[config.mk]
export PLATFORM = sky130hd
export DESIGN_NAME = button_conditioner
export DESIGN_NICKNAME = d
export VERILOG_FILES = /design/src/rtl/btn_pkg.sv /design/src/rtl/btn_debounce.sv /design/src/rtl/button_conditioner.sv
export SDC_FILE = /design/constraint.sdc
export NUM_CORES = 1
export LEC_CHECK = 0
export BUFFER_PORTS_ARGS = -buffer_cell sky130_fd_sc_hd__buf_2
export CAP_MARGIN = 25
export CORE_AREA = 2 2 39 41
export CTS_CLUSTER_SIZE = 12
export DETAILED_ROUTE_END_ITERATION = 7
export DIE_AREA = 0 0 41 43
export MAX_ROUTING_LAYER = met4
export PLACE_DENSITY = 0.69
export SETUP_SLACK_MARGIN = 0.15
export SYNTH_ARGS = -nofsm -noshare
export SYNTH_HDL_FRONTEND = slang
export SYNTH_HIERARCHICAL = 1
export SYNTH_SLANG_ARGS = --single-unit
[constraint.sdc]
create_clock -name clk -period 1.7 [get_ports clk]
set_input_delay 0.17 -clock clk [delete_from_list [all_inputs] [get_ports clk]]
set_output_delay 0.17 -clock clk [all_outputs]
set_load 0.05 [all_outputs]
[src/rtl/btn_pkg.sv]
// Shared types and constants for the two-button input conditioner.
// Optional build macro BTN_PRESS_COUNT_EN adds a saturating accepted-press counter.
package btn_pkg;

   typedef enum logic {
      IDLE = 1'b0,
      HELD = 1'b1
   } btn_state_t;

   localparam int SYNC_STAGES             = 2;
   localparam int DEFAULT_DEBOUNCE_CYCLES = 4;
   localparam int PRESS_CNT_W             = 8;

endpackage

[src/rtl/btn_debounce.sv]
// Per-button synchroniser, debounce counter and debounced level.
// o_rise is high in the cycle whose closing edge raises the level 0->1, so the
// parent can register its pulse on the same edge the level changes. It is built
// only from registered state; there is no path from i_raw to o_rise.
module btn_debounce
   import btn_pkg::*;
#(
   parameter int DEBOUNCE_CYCLES = DEFAULT_DEBOUNCE_CYCLES
) (
   input  logic clk,
   input  logic reset_in,
   input  logic i_raw,
   output logic o_level,
   output logic o_rise
);

   localparam int CNT_W = $clog2(DEBOUNCE_CYCLES + 1);
   localparam logic [CNT_W-1:0] LP_CNT_MAX = CNT_W'(DEBOUNCE_CYCLES);

   logic [SYNC_STAGES-1:0] r_sync;
   logic [CNT_W-1:0]       r_cnt;
   logic                   r_level;
   logic                   w_s2;
   logic [CNT_W-1:0]       w_cnt_inc;
   logic                   w_flip;

   assign w_s2      = r_sync[SYNC_STAGES-1];
   assign w_cnt_inc = r_cnt + 1'b1;
   // Level changes when this would be the DEBOUNCE_CYCLES-th consecutive mismatch.
   assign w_flip    = (w_s2 != r_level) && (w_cnt_inc == LP_CNT_MAX);

   // Shift the asynchronous input through the synchroniser chain.
   always_ff @(posedge clk) begin
      if (reset_in) begin
         r_sync <= '0;
      end else begin
         r_sync <= {r_sync[SYNC_STAGES-2:0], i_raw};
      end
   end

   // Count consecutive mismatches; any agreement restarts the count.
   always_ff @(posedge clk) begin
      if (reset_in) begin
         r_cnt   <= '0;
         r_level <= 1'b0;
      end else if (w_s2 == r_level) begin
         r_cnt   <= '0;
      end else if (w_flip) begin
         r_level <= w_s2;
         r_cnt   <= '0;
      end else begin
         r_cnt   <= w_cnt_inc;
      end
   end

   assign o_level = r_level;
   assign o_rise  = w_flip && w_s2;

endmodule

[src/rtl/button_conditioner.sv]
// Two-button input stage for the lock FSM: debounce, single-press acceptance,
// simultaneous-press rejection and lockout until both buttons are released.
// Optional build macro BTN_PRESS_COUNT_EN adds press_count (saturating, 8 bits).
module button_conditioner
   import btn_pkg::*;
#(
   parameter int DEBOUNCE_CYCLES = DEFAULT_DEBOUNCE_CYCLES
) (
   input  logic clk,
   input  logic reset_in,
   input  logic b0_raw,
   input  logic b1_raw,
   output logic b0_pulse,
   output logic b1_pulse,
   output logic both_err,
   output logic b0_level,
   output logic b1_level,
   output logic busy
`ifdef BTN_PRESS_COUNT_EN
   ,
   output logic [PRESS_CNT_W-1:0] press_count
`endif
);

   logic       w_level0, w_level1;
   logic       w_rise0, w_rise1;
   logic       w_both_low;
   logic       w_take;
   btn_state_t r_state;
   logic       r_b0_pulse, r_b1_pulse, r_both_err, r_busy;

   btn_debounce #(.DEBOUNCE_CYCLES(DEBOUNCE_CYCLES)) u_deb0 (
      .clk      (clk),
      .reset_in (reset_in),
      .i_raw    (b0_raw),
      .o_level  (w_level0),
      .o_rise   (w_rise0)
   );

   btn_debounce #(.DEBOUNCE_CYCLES(DEBOUNCE_CYCLES)) u_deb1 (
      .clk      (clk),
      .reset_in (reset_in),
      .i_raw    (b1_raw),
      .o_level  (w_level1),
      .o_rise   (w_rise1)
   );

   assign w_both_low = !w_level0 && !w_level1;
   // HELD with both buttons released behaves like IDLE, so a rise landing on the
   // release-to-IDLE edge is still accepted instead of leaving a high level behind.
   assign w_take     = (r_state == IDLE) || w_both_low;

   // Acceptance FSM with registered pulse, error and busy outputs.
   always_ff @(posedge clk) begin
      if (reset_in) begin
         r_state    <= IDLE;
         r_b0_pulse <= 1'b0;
         r_b1_pulse <= 1'b0;
         r_both_err <= 1'b0;
         r_busy     <= 1'b0;
      end else begin
         r_b0_pulse <= 1'b0;
         r_b1_pulse <= 1'b0;
         r_both_err <= 1'b0;
         if (w_take) begin
            if (w_rise0 && w_rise1) begin
               r_both_err <= 1'b1;
               r_state    <= HELD;
               r_busy     <= 1'b1;
            end else if (w_rise0) begin
               r_b0_pulse <= 1'b1;
               r_state    <= HELD;
               r_busy     <= 1'b1;
            end else if (w_rise1) begin
               r_b1_pulse <= 1'b1;
               r_state    <= HELD;
               r_busy     <= 1'b1;
            end else begin
               r_state    <= IDLE;
               r_busy     <= 1'b0;
            end
         end
      end
   end

   assign b0_pulse = r_b0_pulse;
   assign b1_pulse = r_b1_pulse;
   assign both_err = r_both_err;
   assign busy     = r_busy;
   assign b0_level = w_level0;
   assign b1_level = w_level1;

`ifdef BTN_PRESS_COUNT_EN
   logic [PRESS_CNT_W-1:0] r_press_cnt;

   // Count accepted single presses, saturating at all-ones; both_err is excluded.
   always_ff @(posedge clk) begin
      if (reset_in) begin
         r_press_cnt <= '0;
      end else if (w_take && (w_rise0 ^ w_rise1) && (r_press_cnt != '1)) begin
         r_press_cnt <= r_press_cnt + 1'b1;
      end
   end

   assign press_count = r_press_cnt;
`endif

endmodule

; ---- Word-level counts from Yosys, hierarchy flattened
; Index checks and enable logic that the tools add are counted.
[word_totals]
regBits = 16
out_inout_bits = 6
word_cells = 43
[classes]
n_addsub = 2
n_eq_ne = 6
n_mux = 5
bitwise = 4
reduce_logical = 16
[op_table]
columns = cell, count
row1 = 3-bit OR reduction, 3
row2 = "3-bit by 1-bit adder with 3-bit output, second input constant", 2
row3 = "3-bit equality test, second input constant", 2
row4 = 1-bit logical AND, 6
row5 = 1-bit 2-to-1 mux, 5
row6 = 1-bit NOT, 4
row7 = 2-bit AND reduction, 2
row8 = 4-bit OR reduction, 1
row9 = 1-bit equality test, 2
row10 = 1-bit logical NOT, 2
row11 = 1-bit inequality test, 2
row12 = 2-bit OR reduction, 1
row13 = 1-bit logical OR, 1

; ---- Longest topological paths before layout
; Gate-level depths: netlist of the first run.
[logic_depth]
word_depth = 7
depth_mapped = 6
mapped_depth_nobuf = 6

; ---- Cells and area by module
; Netlist of the first run, hierarchy kept.
[by_module_without_submodules]
columns = mod, n_inst, cells_per_inst, area_each_um2, seq_area_each_um2
row1 = btn_debounce, 2, 19, 216.5, 120.1
row2 = button_conditioner, 1, 11, 127.6, 80.1

; ---- Least setup slack after synthesis of the first run
; OpenSTA, ideal clock, no wires.
[synth_timing]
path_kind = flip-flop to flip-flop
from = register u_deb1.r_cnt[0]
to = register r_busy, in the netlist busy
setup_ns = 0.122
arrival_ns = 1.204
required_time_ns = 1.578
setup_slack_ns = 0.374
stages_incl_launch_ff = 6
n_path_buf = 0
period_less_slack_ns = 1.326
path_cell_list = dfxtp_1 ha_1 ha_1 nand2_1 nor2_1 o31a_2
[synth_via]
elab_chain_len = 7
[synth_lines]
columns = item, line
row1 = "start, declared", btn_debounce.sv:21  ; logic [CNT_W-1:0] r_cnt;
row2 = "start signal, assigned", btn_debounce.sv:52  ; r_cnt <= w_cnt_inc;
row3 = 3-bit by 1-bit adder with 3-bit output *, btn_debounce.sv:28  ; assign w_cnt_inc = r_cnt + 1'b1;
row4 = 3-bit equality test *, btn_debounce.sv:30  ; assign w_flip = (w_s2 != r_level) && (w_cnt_inc == LP_CNT_MAX);
row5 = 1-bit logical AND *, btn_debounce.sv:30
row6 = 1-bit logical AND *, btn_debounce.sv:57  ; assign o_rise = w_flip && w_s2;
row7 = via w_rise1, button_conditioner.sv:26  ; logic w_rise0, w_rise1;
row8 = 1-bit 2-to-1 mux, button_conditioner.sv:74  ; end else if (w_rise1) begin
row9 = 1-bit 2-to-1 mux, button_conditioner.sv:70  ; end else if (w_rise0) begin
row10 = 1-bit 2-to-1 mux *, button_conditioner.sv:66  ; if (w_rise0 && w_rise1) begin
row11 = "end signal, assigned", button_conditioner.sv:69  ; r_busy <= 1'b1;
row12 = "end signal, assigned", button_conditioner.sv:73  ; r_busy <= 1'b1;
row13 = "end signal, assigned", button_conditioner.sv:77  ; r_busy <= 1'b1;
row14 = "end, declared", button_conditioner.sv:30  ; logic r_b0_pulse, r_b1_pulse, r_both_err, r_busy;
; The timed path passes the listed nets; every way through them passes the cells marked *.
; A chain may end at the register's enable or synchronous reset.

; ---- Final worst setup path of the first run
[layout_timing]
from = register u_deb0.r_cnt[0]
to = register r_b0_pulse, in the netlist b0_pulse
[layout_via]
elab_chain_len = 6
[layout_lines]
columns = item, line
row1 = "start, declared", btn_debounce.sv:21
row2 = "start signal, assigned", btn_debounce.sv:52
row3 = 3-bit by 1-bit adder with 3-bit output *, btn_debounce.sv:28
row4 = 3-bit equality test *, btn_debounce.sv:30
row5 = 1-bit logical AND *, btn_debounce.sv:30
row6 = 1-bit logical AND *, btn_debounce.sv:57
row7 = via w_rise0, button_conditioner.sv:26
row8 = 1-bit logical AND, button_conditioner.sv:66
row9 = 3-bit OR reduction (no line), -
row10 = "end signal, assigned", button_conditioner.sv:57  ; r_b0_pulse <= 1'b0;
row11 = "end signal, assigned", button_conditioner.sv:62  ; r_b0_pulse <= 1'b0;
row12 = "end signal, assigned", button_conditioner.sv:71  ; r_b0_pulse <= 1'b1;
row13 = "end, declared", button_conditioner.sv:30
; Marks and branches as above.

==> results of run 1 <==
==> kinds of logic after synthesis <==
| group | count (synthesis) | share of synthesized area |
|---|---|---|
| compound gates | 4 | 0.0491 |
| xor+xnor | 2 | 0.0313 |
| fa+ha+maj | 4 | 0.0893 |
| buf+inv | 3 | 0.0201 |
| flops | 16 | 0.571 |
| simple gates | 20 | 0.239 |
==> per-stage QoR <==
| step | instance area (µm²) | hold slack (ns) |
|---|---|---|
| detailed placement | 626 | 0.387 |
| finish | 651 | 0.106 |
| floorplan | 561 | 0.239 |
| global placement | 626 | 0.387 |
| CTS | 648 | 0.0954 |
| global route | 651 | 0.0936 |
==> timing repair <==
action | in CTS | in global routing
resized for setup | 0 | 1
hold endpoints to repair | 0 | 0
setup endpoints to repair | 0 | 1
==> worst min-delay path by stage <==
stage / endpoint / startpoint / depth (start not counted)
after floorplan: u_deb0/o_level$_SDFFE_PP0P_ / reset_in / 1
after global placement: u_deb0/r_sync[0]$_SDFF_PP0_ / b0_raw / 2
after detailed placement: u_deb1/r_sync[0]$_SDFF_PP0_ / b1_raw / 2
after CTS: u_deb1/r_sync[0]$_SDFF_PP0_ / b1_raw / 2
after global routing: u_deb1/r_sync[0]$_SDFF_PP0_ / b1_raw / 2
final: u_deb1/r_sync[0]$_SDFF_PP0_ / b1_raw / 2
==> worst register-to-register path, cell delays in order (launching register included) <==
cell	delay [ns]
dfxtp_1	0.34
ha_1	0.16
ha_1	0.25
nand2_1	0.10
nor2_1	0.21
nor4b_1	0.25
==> sequential cells by signal (all words and copies together) (netlist names) <==
| signal | count |
|---|---|
| busy | 1 |
| b0_pulse | 1 |
| u_deb0/r_cnt | 3 |
| u_deb1/r_cnt | 3 |
| both_err | 1 |
| u_deb0/o_level | 1 |
| u_deb1/r_sync | 2 |
| u_deb1/o_level | 1 |
| u_deb0/r_sync | 2 |
| b1_pulse | 1 |
==> layout by cell type (no fill, tap or decap), drive strengths merged <==
cell / netlist / final
a21oi: 2 / 2
buf: 0 / 9
clkbuf: 0 / 3
dfxtp: 16 / 16
ha: 4 / 4
inv: 3 / 3
nand2: 3 / 3
nand2b: 2 / 2
nor2: 2 / 2
nor2b: 4 / 4
nor3: 1 / 1
nor4: 4 / 4
nor4b: 4 / 4
o21a: 1 / 1
o31a: 1 / 1
xnor2: 2 / 2
==> synthesized netlist by cell type <==
library cell   n
nand2b_1       2
dfxtp_1       16
nand2_1        3
nor2_1         2
nor4_1         4
a21oi_1        2
inv_1          3
nor4b_1        2
nor3_1         1
nor4b_2        2
o21a_1         1
ha_1           4
nor2b_1        4
o31a_2         1
xnor2_1        2
==> power by group through the flow <==
| stage | Clock [µW] | Combinational, µW | Sequential (µW) |
|---|---|---|---|
| floorplan | 0 | 7.73 | 391 |
| global placement | 0 | 16.5 | 391 |
| detailed placement | 0 | 17.4 | 391 |
| CTS | 191 | 17.3 | 383 |
| global route | 205 | 19.2 | 383 |
| finish | 180 | 17.1 | 383 |
==> metal layers <==
metal	up-vias	routed length [µm]
li1	197	-
met1	173	391
met2	8	401
met3	2	37
met4	0	8
met5	-	0
==> final cells by class <==
| type | instances | area [µm²] |
|---|---|---|
| Fill cell | 126 | 733 |
| Sequential cell | 16 | 320 |
| Multi-Input combinational cell | 30 | 231 |
| Timing Repair Buffer | 9 | 45.0 |
| Clock buffer | 3 | 22.5 |
| Tap cell | 16 | 20.0 |
| Inverter | 3 | 11.3 |
==> summary.md, run 1 <==
| Metric | Value |
|---|---|
| Worst Path Buf+Inv | 0 |
| Lkg Pwr | 0.000266 µW |
| Die Width | 41 µm |
| Vias | 380 |
| CORE AREA | 1380 µm² |
| Area growth from synthesis to layout | 16.1% |
| Period utilization | 0.825 |
| Most used cell, CP | ha_1 |
| I/O Buffers | 9 |
| Detailed Place HPWL | 652 µm |
| Warnings from Yosys | 6 |
| Drt wl/cell | 10.9 µm |
| RSZ-0062 raised after global routing | yes |
| Grt peak-use layer | met2 |
| Slowest cell delay on critical path | 0.34 ns |
| Total track usage | 0.130 |
| Worst setup startpoint | u_deb0/r_cnt[0]$_SDFF_PP0_ |
| Cell internal pwr | 470 µW |
| Crit-path leading delay family | simple AND/OR/NAND/NOR gates |
| TritonCTS buffer count | 3 |
| Syn Area/Cell | 11.4 µm² |
| Relative slew slack | 0.786 |
| Hold_buf cts | 0 |
| Detailed Route Iter0 Violations | 5 |
| Post-synthesis sequential area ratio | 0.571 |
| Post-Synthesis Cells | 49 |
| Placed Cells | 74 |
| Seq pwr share | 0.661 |
| Max Fanout on Critical Path | 5 |
| Synth area leaders | dfxtp_1 57%, ha_1 8.9%, nor4b_2 5.4%, nor2b_1 4.5%, nor4_1 4.5% |
| Worst path required time | 1.88 ns |
| Maximum clock rate | 713 MHz |
| Ant diodes | 0 |
| Layout Skew | 0.00209 ns |
| P per Cell Area | 891 nW/µm² |
| VDD IR max | 0.536 mV |
| CTS H-tree lvls | 1 |
| Slew Viols, Final | 0 |
| CTS tree | built |
| Max-cap violations | 0 |
| Worst Path Arrival | 1.58 ns |
| Yosys reg bits | 16 |
| Antenna viol nets, final | 0 |
| Synthesized area | 561 µm² |
| Final hold vios | 0 |
| Tot Pwr | 580 µW |
| Vias in the first global route | 358 |
| Final #Nets | 71 |
| Synth area leader | dfxtp_1 |
| Worst reg2reg path depth | 5 |
| Final GP Congestion | 0.756 |
| Root Buffer Master | clkbuf_4 |
| Via density | 4.94 |
| Die ar. | 1760 µm² |
| DRC violation count after routing | 0 |
| Reg2reg setup slack | 0.30 ns |
| Crit path kind | reg2reg |
| Gr ovfl total | 0 |
| IO Pins | 10 |
| Routed wire length | 838 µm |
| Met1 Use GR | 0.151 |
| CP Cell Sequence | ha_1 > ha_1 > nand2_1 > nor2_1 > nor4b_1 |
| First-pass GRT wire length | 1460 µm |
| Slowest cell on the critical path | dfxtp_1 |
| Status | completed |
| RR Startpoint | u_deb0/r_cnt[0]$_SDFF_PP0_ |
| # rows | 14 |
| Setup slack after layout | 0.297 ns |
| Crit path capture | b0_pulse$_SDFF_PP0_ |
| P_sw | 110 µW |
| Grt met3 use | 0.0314 |
| Hold Path Class | in2reg |
| Worst Setup End Kind | register |
| Largest net degree at the start of global routing | 17 |
| Critical Path Stages | 5 |
| DRT Pass-1 Iters | 3 |
| Die height | 43 µm |
| Longest Clk Path Bufs | 2 |
| Core Util, Final | 0.470 |
| Fin crit period | 1.40 ns |
| Antenna violations before repair | 0 |
| Power share of the clock group | 0.310 |
| Clock Latency Late Sink | 0.27 ns |
| Worst-Margin Slew | 0.318 ns |
| Worst setup SP type | register |
| Count of cell types in the netlist | 15 |
| Clock tree sinks | 16 |
| Pre-CTS WS | 0.225 ns |
| Met2 Use GR | 0.184 |
| Starting Density | 0.405 |
| Logic pwr share | 0.029 |
| Share of layout cells above drive strength 1 | 0.262 |
| Clock slew at reported path FFs | 0.08 ns |
| R2r endpoint | b0_pulse$_SDFF_PP0_ |
| Final non-filler cell total | 77 |
| Setup TNS | 0 ns |
| Post-Syn Nets | 57 |
| Final Setup Violations | 0 |
| Sw Ratio | 0.190 |
| Post-synth top area share | 0.571 |
| Post-CTS Setup Inserts | 0 |
Power figures use the tool's default switching activity.
==> inputs of run 2 (changes only) <==
Settings changed: ABC_AREA set to 1, CORE_AREA 2 2 39 41 to not set, CORE_UTILIZATION set to 45, DIE_AREA 0 0 41 43 to not set, PLACE_DENSITY 0.69 to 0.75.
Clock period 1.7 ns to 1.13 ns, I/O delays scaled along.
==> summary.md, run 2 <==
| Metric | Value |
|---|---|
| Status | finished with violations |
| Failing checks | setup timing |
| CTS tree | built |
| Clock tree sinks | 16 |
| # rows | 12 |
| Longest Clk Path Bufs | 2 |
| Worst Setup End Kind | register |
| RSZ-0062 raised after global routing | yes |
| Hold Path Class | in2reg |
| RR Startpoint | u_deb0/r_cnt[0]$_SDFF_PP0_ |
| Routed wire length | 861 µm |
| Count of cell types in the netlist | 11 |
| Max Fanout on Critical Path | 4 |
| Share of layout cells above drive strength 1 | 0.372 |
| Worst path required time | 1.35 ns |
| Synthesized area | 593 µm² |
| Total track usage | 0.161 |
| Post-synth EDFFs | 0 |
| Top post-synthesis cells by count | 16 x dfxtp_1, 16 x nor2_1, 14 x inv_1 |
| Slowest cell on the critical path | dfxtp_2 |
| Worst Path Buf+Inv | 0 |
| Mux contribution to synthesized area | 0 |
| Pre-CTS WS | -0.0255 ns |
| Detailed Route Iter0 Violations | 10 |
| Synth Area in Compound Gates | 0.0169 |
| Die ar. | 1470 µm² |
| Worst setup startpoint | u_deb0/r_cnt[0]$_SDFF_PP0_ |
| Worst Path Arrival | 1.38 ns |
| Synth area leaders | dfxtp_1 54%, nor2_1 10%, inv_1 8.9%, ha_1 8.4%, nand2_1 8.2% |
| Yosys reg bits | 16 |
| Die height | 38.3 µm |
| XOR/XNOR Fraction of Synth Area | 0 |
| Crit path kind | reg2reg |
| Hold Startpoint | b1_raw |
| Post-synth top area share | 0.540 |
| Worst setup SP type | register |
| Synth area leader | dfxtp_1 |
| Via density | 4.51 |
| Most frequent cells in the layout | 16 x nor2_1, 13 x inv_1, 13 x nand2_1 |
| Top flop regs | u_deb0/r_cnt (3), u_deb1/r_cnt (3) |
| Commonest non-fill, non-tap cell in the layout | nor2_1 |
| Antenna viol nets, final | 0 |
| DRC violation count after routing | 0 |
| Period utilization | 1.03 |
| Final Setup Violations | 1 |
| CORE AREA | 1170 µm² |
| Layout Skew | 0.000904 ns |
| Final GP Congestion | 0.646 |
| Root Buffer Master | clkbuf_4 |
| Worst-Margin Slew | 0.247 ns |
| Hold_buf cts | 0 |
| IO Pins | 10 |
| Final hold vios | 0 |
| Largest net degree at the start of global routing | 11 |
| Post-synthesis sequential area ratio | 0.540 |
| Clock slew at reported path FFs | 0.09 ns |
| Syn Area/Cell | 8.24 µm² |
| Die Width | 38.3 µm |
| Gr ovfl total | 0 |
| Vias in the first global route | 405 |
| Maximum clock rate | 860 MHz |
| Hold Path Cell Cnt | 3 |
| Ant diodes | 0 |
| Simple logic cell fraction of the synthesized area | 0.270 |
| Detailed Place HPWL | 660 µm |
| Relative slew slack | 0.835 |
| Warnings from Yosys | 6 |
| Area growth from synthesis to layout | 35.9% |
| Drt wl/cell | 8.61 µm |
| Ys async rst share | 0 |
| P per Cell Area | 1210 nW/µm² |
| Post-Synthesis Cells | 72 |
| Vias | 451 |
| CP Cell Sequence | ha_4 > ha_4 > and3_4 > or2_1 > nor2_1 |
| CTS H-tree lvls | 1 |
| Starting Density | 0.506 |
| Most used cell, CP | ha_4 |
| Adder-Cell Fraction of Synth Area | 0.0844 |
| I/O Buffers | 9 |
| Slowest cell delay on critical path | 0.34 ns |
| Largest family of logic cells by synthesized area | simple AND/OR/NAND/NOR gates |
| Antenna violations before repair | 0 |
| Critical Path Stages | 5 |
| Setup slack after layout | -0.0329 ns |
| Slew Viols, Final | 0 |
| Clock Latency Late Sink | 0.27 ns |
| Crit-path leading delay family | simple AND/OR/NAND/NOR gates |
| VDD IR max | 0.800 mV |
| Lkg Pwr | 0.000345 µW |
| Final #Nets | 95 |
| Max-cap violations | 0 |
| Setup TNS | -0.0329 ns |
| Worst reg2reg path depth | 5 |
| Post-Syn Nets | 80 |
| First-pass GRT wire length | 1570 µm |
| Ys flop type | dfxtp_1 |
| TritonCTS buffer count | 3 |
| DRT Pass-1 Iters | 4 |
| Fin crit period | 1.16 ns |
| Filler cells | 105 |
[run 2: power breakdown]
part           internal, µW  total (µW)  switching [µW]
clock                   196         364             169
sequential              568         573            4.86
combinational          14.7        36.3            21.6
total                   778         973             195
[run 2: cell type report]
cell class / count / area (µm²) / share of cell area
sequential: 16 / 334 / 0.415
multi-input combinational: 42 / 290 / 0.360
timing repair buffer: 10 / 75.1 / 0.0932
inverter: 14 / 52.6 / 0.0652
clock buffer: 4 / 36.3 / 0.0450
tap: 14 / 17.5 / 0.0217
[run 2: path summary, 6_finish.rpt]
kind | to | slack, ns
max reg2reg | b1_pulse$_SDFF_PP0_ | -0.03
max | b1_pulse$_SDFF_PP0_ | -0.03
min reg2reg | u_deb1/r_sync[1]$_SDFF_PP0_ | 0.41
min | u_deb1/r_sync[0]$_SDFF_PP0_ | 0.04
[run 2: timing repair]
action | CTS | global route
endpoints found under the setup margin | 13 | 17
pin swaps | 9 | 3
hold endpoints to repair | 0 | 0
gates cloned | 0 | 0
resized for setup | 5 | 5
setup buffers | 1 | 0
[run 2: cell families (layout without fill, tap and decap cells)]
family | Yosys count | count (layout)
and+or+nand+nor | 36 | 36
DFF | 16 | 16
buffers and inverters | 14 | 28
adders and majority gates | 4 | 4
AOI/OAI and AO/OA | 2 | 2
[run 2: per-stage QoR]
stage | area, µm² | total power [µW] | utilization | cells | hold slack (ns)
after floorplan | 667 | 605 | - | 72 | 0.175
after global placement | 729 | 617 | 0.623 | 95 | 0.316
after detailed placement | 729 | 619 | 0.623 | 95 | 0.323
after CTS | 791 | 983 | 0.675 | 100 | 0.0364
after global routing | 806 | 1020 | 0.688 | 100 | 0.0359
final | 806 | 973 | 0.688 | 100 | 0.0392
[run 2: worst reg2reg max path, cell delays in order, from the launching register on]
cell,delay [ns]
dfxtp_2,0.34
ha_4,0.16
ha_4,0.16
and3_4,0.15
or2_1,0.22
nor2_1,0.08
[run 2: metal layers]
metal	vias up	track usage	wire length (µm)
li1	240	-	-
met4	0	0.0536	0
met5	-	-	0
met1	200	0.186	400
met2	11	0.263	426
met3	0	0.0523	34
==> inputs of run 3 (changes only) <==
Settings changed: ABC_AREA 1 to not set, CORE_AREA set to 2 2 39 41, CORE_UTILIZATION 45 to not set, DIE_AREA set to 0 0 41 43, PLACE_DENSITY 0.75 to 0.71.
==> summary.md, run 3 (same netlist as run 1, synthesis figures left out) <==
| Metric | Value |
|---|---|
| RSZ-0062 raised after global routing | yes |
| Root Buffer Master | clkbuf_4 |
| Final Setup Violations | 2 |
| P_sw | 194 µW |
| Die ar. | 1760 µm² |
| Antenna violations before repair | 0 |
| Longest Clk Path Bufs | 2 |
| Starting Density | 0.405 |
| Most frequent cells in the layout | 10 x dfxtp_1, 6 x buf_4, 5 x clkbuf_4 |
| Share of layout cells above drive strength 1 | 0.647 |
| DRC violation count after routing | 0 |
| Failing checks | setup timing |
| Max-cap violations | 0 |
| Power share of the clock group | 0.374 |
| Hold_buf cts | 0 |
| Total track usage | 0.153 |
| Worst reg2reg path depth | 5 |
| Status | finished with violations |
| Area growth from synthesis to layout | 61.2% |
| Die Width | 41 µm |
| Final Hold Slack | 0.0341 ns |
| Worst path required time | 1.30 ns |
| Die height | 43 µm |
| TritonCTS buffer count | 3 |
| CTS H-tree lvls | 1 |
| Placed Cells | 76 |
| Lkg Pwr | 0.000344 µW |
| Fin area | 903 µm² |
| Period utilization | 1.05 |
| CORE AREA | 1380 µm² |
| Drt wl/cell | 11.6 µm |
| Logic pwr share | 0.036 |
| Routed wire length | 975 µm |
| Clock tree sinks | 16 |
| P per Cell Area | 1080 nW/µm² |
| Worst-Margin Slew | 0.538 ns |
| Vias in the first global route | 390 |
| Area after DPL | 739 µm² |
| Vias | 403 |
| Detailed Route Iter0 Violations | 7 |
| Tot Pwr | 973 µW |
| First-pass GRT wire length | 1700 µm |
| R2r endpoint | busy$_SDFFE_PP0P_ |
| WHS Endpoint | u_deb0/r_sync[0]$_SDFF_PP0_ |
| Final hold vios | 0 |
| Relative slew slack | 0.639 |
| Cell internal pwr | 778 µW |
| I/O Buffers | 9 |
| Worst setup SP type | register |
| Maximum clock rate | 842 MHz |
| Clock slew at reported path FFs | 0.09 ns |
| Setup slack after layout | -0.0572 ns |
| Worst Path Arrival | 1.36 ns |
| Top flop regs | u_deb0/r_cnt (3), u_deb1/r_cnt (3) |
| Clock Latency Late Sink | 0.28 ns |
| Reg2reg setup slack | -0.06 ns |
| RR Startpoint | u_deb0/r_cnt[0]$_SDFF_PP0_ |
| Layout Skew | 0.00304 ns |
| Largest net degree at the start of global routing | 17 |
| Max Fanout on Critical Path | 4 |
| Hold Path Class | in2reg |
| Sw Ratio | 0.200 |
| Gr ovfl total | 0 |
| Worst Setup End Kind | register |
| Seq pwr share | 0.590 |
| Ant diodes | 0 |
| DRT Pass-1 Iters | 4 |
| Commonest non-fill, non-tap cell in the layout | dfxtp_1 |
| Slew Viols, Final | 0 |
| Setup TNS | -0.0577 ns |
| Final GP Congestion | 0.744 |
| Final non-filler cell total | 84 |
| IO Pins | 10 |
| Detailed Place HPWL | 602 µm |
| Fin crit period | 1.19 ns |
| Crit path kind | reg2reg |
| Hold Startpoint | b0_raw |
| VDD IR max | 0.941 mV |
| Antenna viol nets, final | 0 |
| CTS tree | built |
| Hold Path Cell Cnt | 2 |
| Via density | 4.80 |
| Final #Nets | 77 |
| # rows | 14 |
[run 3: cell types whose count changed in the layout (fill, tap and decap cells not counted), sizes merged, moves of 2 or more]
cell and delta:
nor4 +4, xnor2 +2, inv -11, nand2b +2, nand3 -2, nor2b +4, nand2 -10, nor4b +4
nor2 -16, buf +6, and3 -2
[run 3: worst max path at each step]
stage	slack, ns	end	depth (start not counted)	startpoint
after global routing	-0.08	both_err$_SDFF_PP0_	6	u_deb1/r_cnt[0]$_SDFF_PP0_
after floorplan	-0.03	busy$_SDFFE_PP0P_	5	u_deb0/r_cnt[0]$_SDFF_PP0_
after global placement	-0.03	busy$_SDFFE_PP0P_	5	u_deb0/r_cnt[0]$_SDFF_PP0_
after detailed placement	-0.03	busy$_SDFFE_PP0P_	5	u_deb0/r_cnt[0]$_SDFF_PP0_
final	-0.06	busy$_SDFFE_PP0P_	5	u_deb0/r_cnt[0]$_SDFF_PP0_
after CTS	-0.05	busy$_SDFFE_PP0P_	5	u_deb0/r_cnt[0]$_SDFF_PP0_
[run 3: metrics by stage]
stage | setup WS (ns) | util
6_report | -0.0572 | 0.653
5_1_grt | -0.0803 | 0.653
4_1_cts | -0.0519 | 0.618
3_5_place_dp | -0.0319 | 0.534
3_3_place_gp | -0.0328 | 0.534
2_1_floorplan | -0.0310 | -
[run 3: area by class of cell]
cell class              instances  area, µm²
inverters                       3       11.3
clock buffers                   4       36.3
flip-flops and latches         16        333
multi-input cells              30        375
well taps                      16       20.0
fillers                        95        480
repair buffers                 15        128
[run 3: repair_timing]
action	in CTS	in global routing
hold endpoints to repair	0	0
pin swaps	4	2
endpoints found under the setup margin	16	16
setup buffers	3	1
gates resized for setup	12	10
[run 3: metal layers]
| metal | global-route usage | routed length [µm] |
|---|---|---|
| met1 | 0.198 | 474 |
| met2 | 0.191 | 446 |
| met4 | 0.120 | 4 |
| met3 | 0.0471 | 50 |
| met5 | - | 0 |
[run 3: worst max-delay path, stage by stage, from the launching register on]
cell and delay (ns):
dfxtp_2 0.34, ha_4 0.16, ha_4 0.16, nand2_4 0.06, nor2_4 0.04, o31a_2 0.31
[run 3: power groups by stage]
stage	combinational [µW]	clock, µW	sequential [µW]
global placement	26.1	0	587
CTS	32.6	383	574
floorplan	12.0	0	586
global route	38.7	408	575
detailed placement	26.7	0	587
finish	35.0	364	574
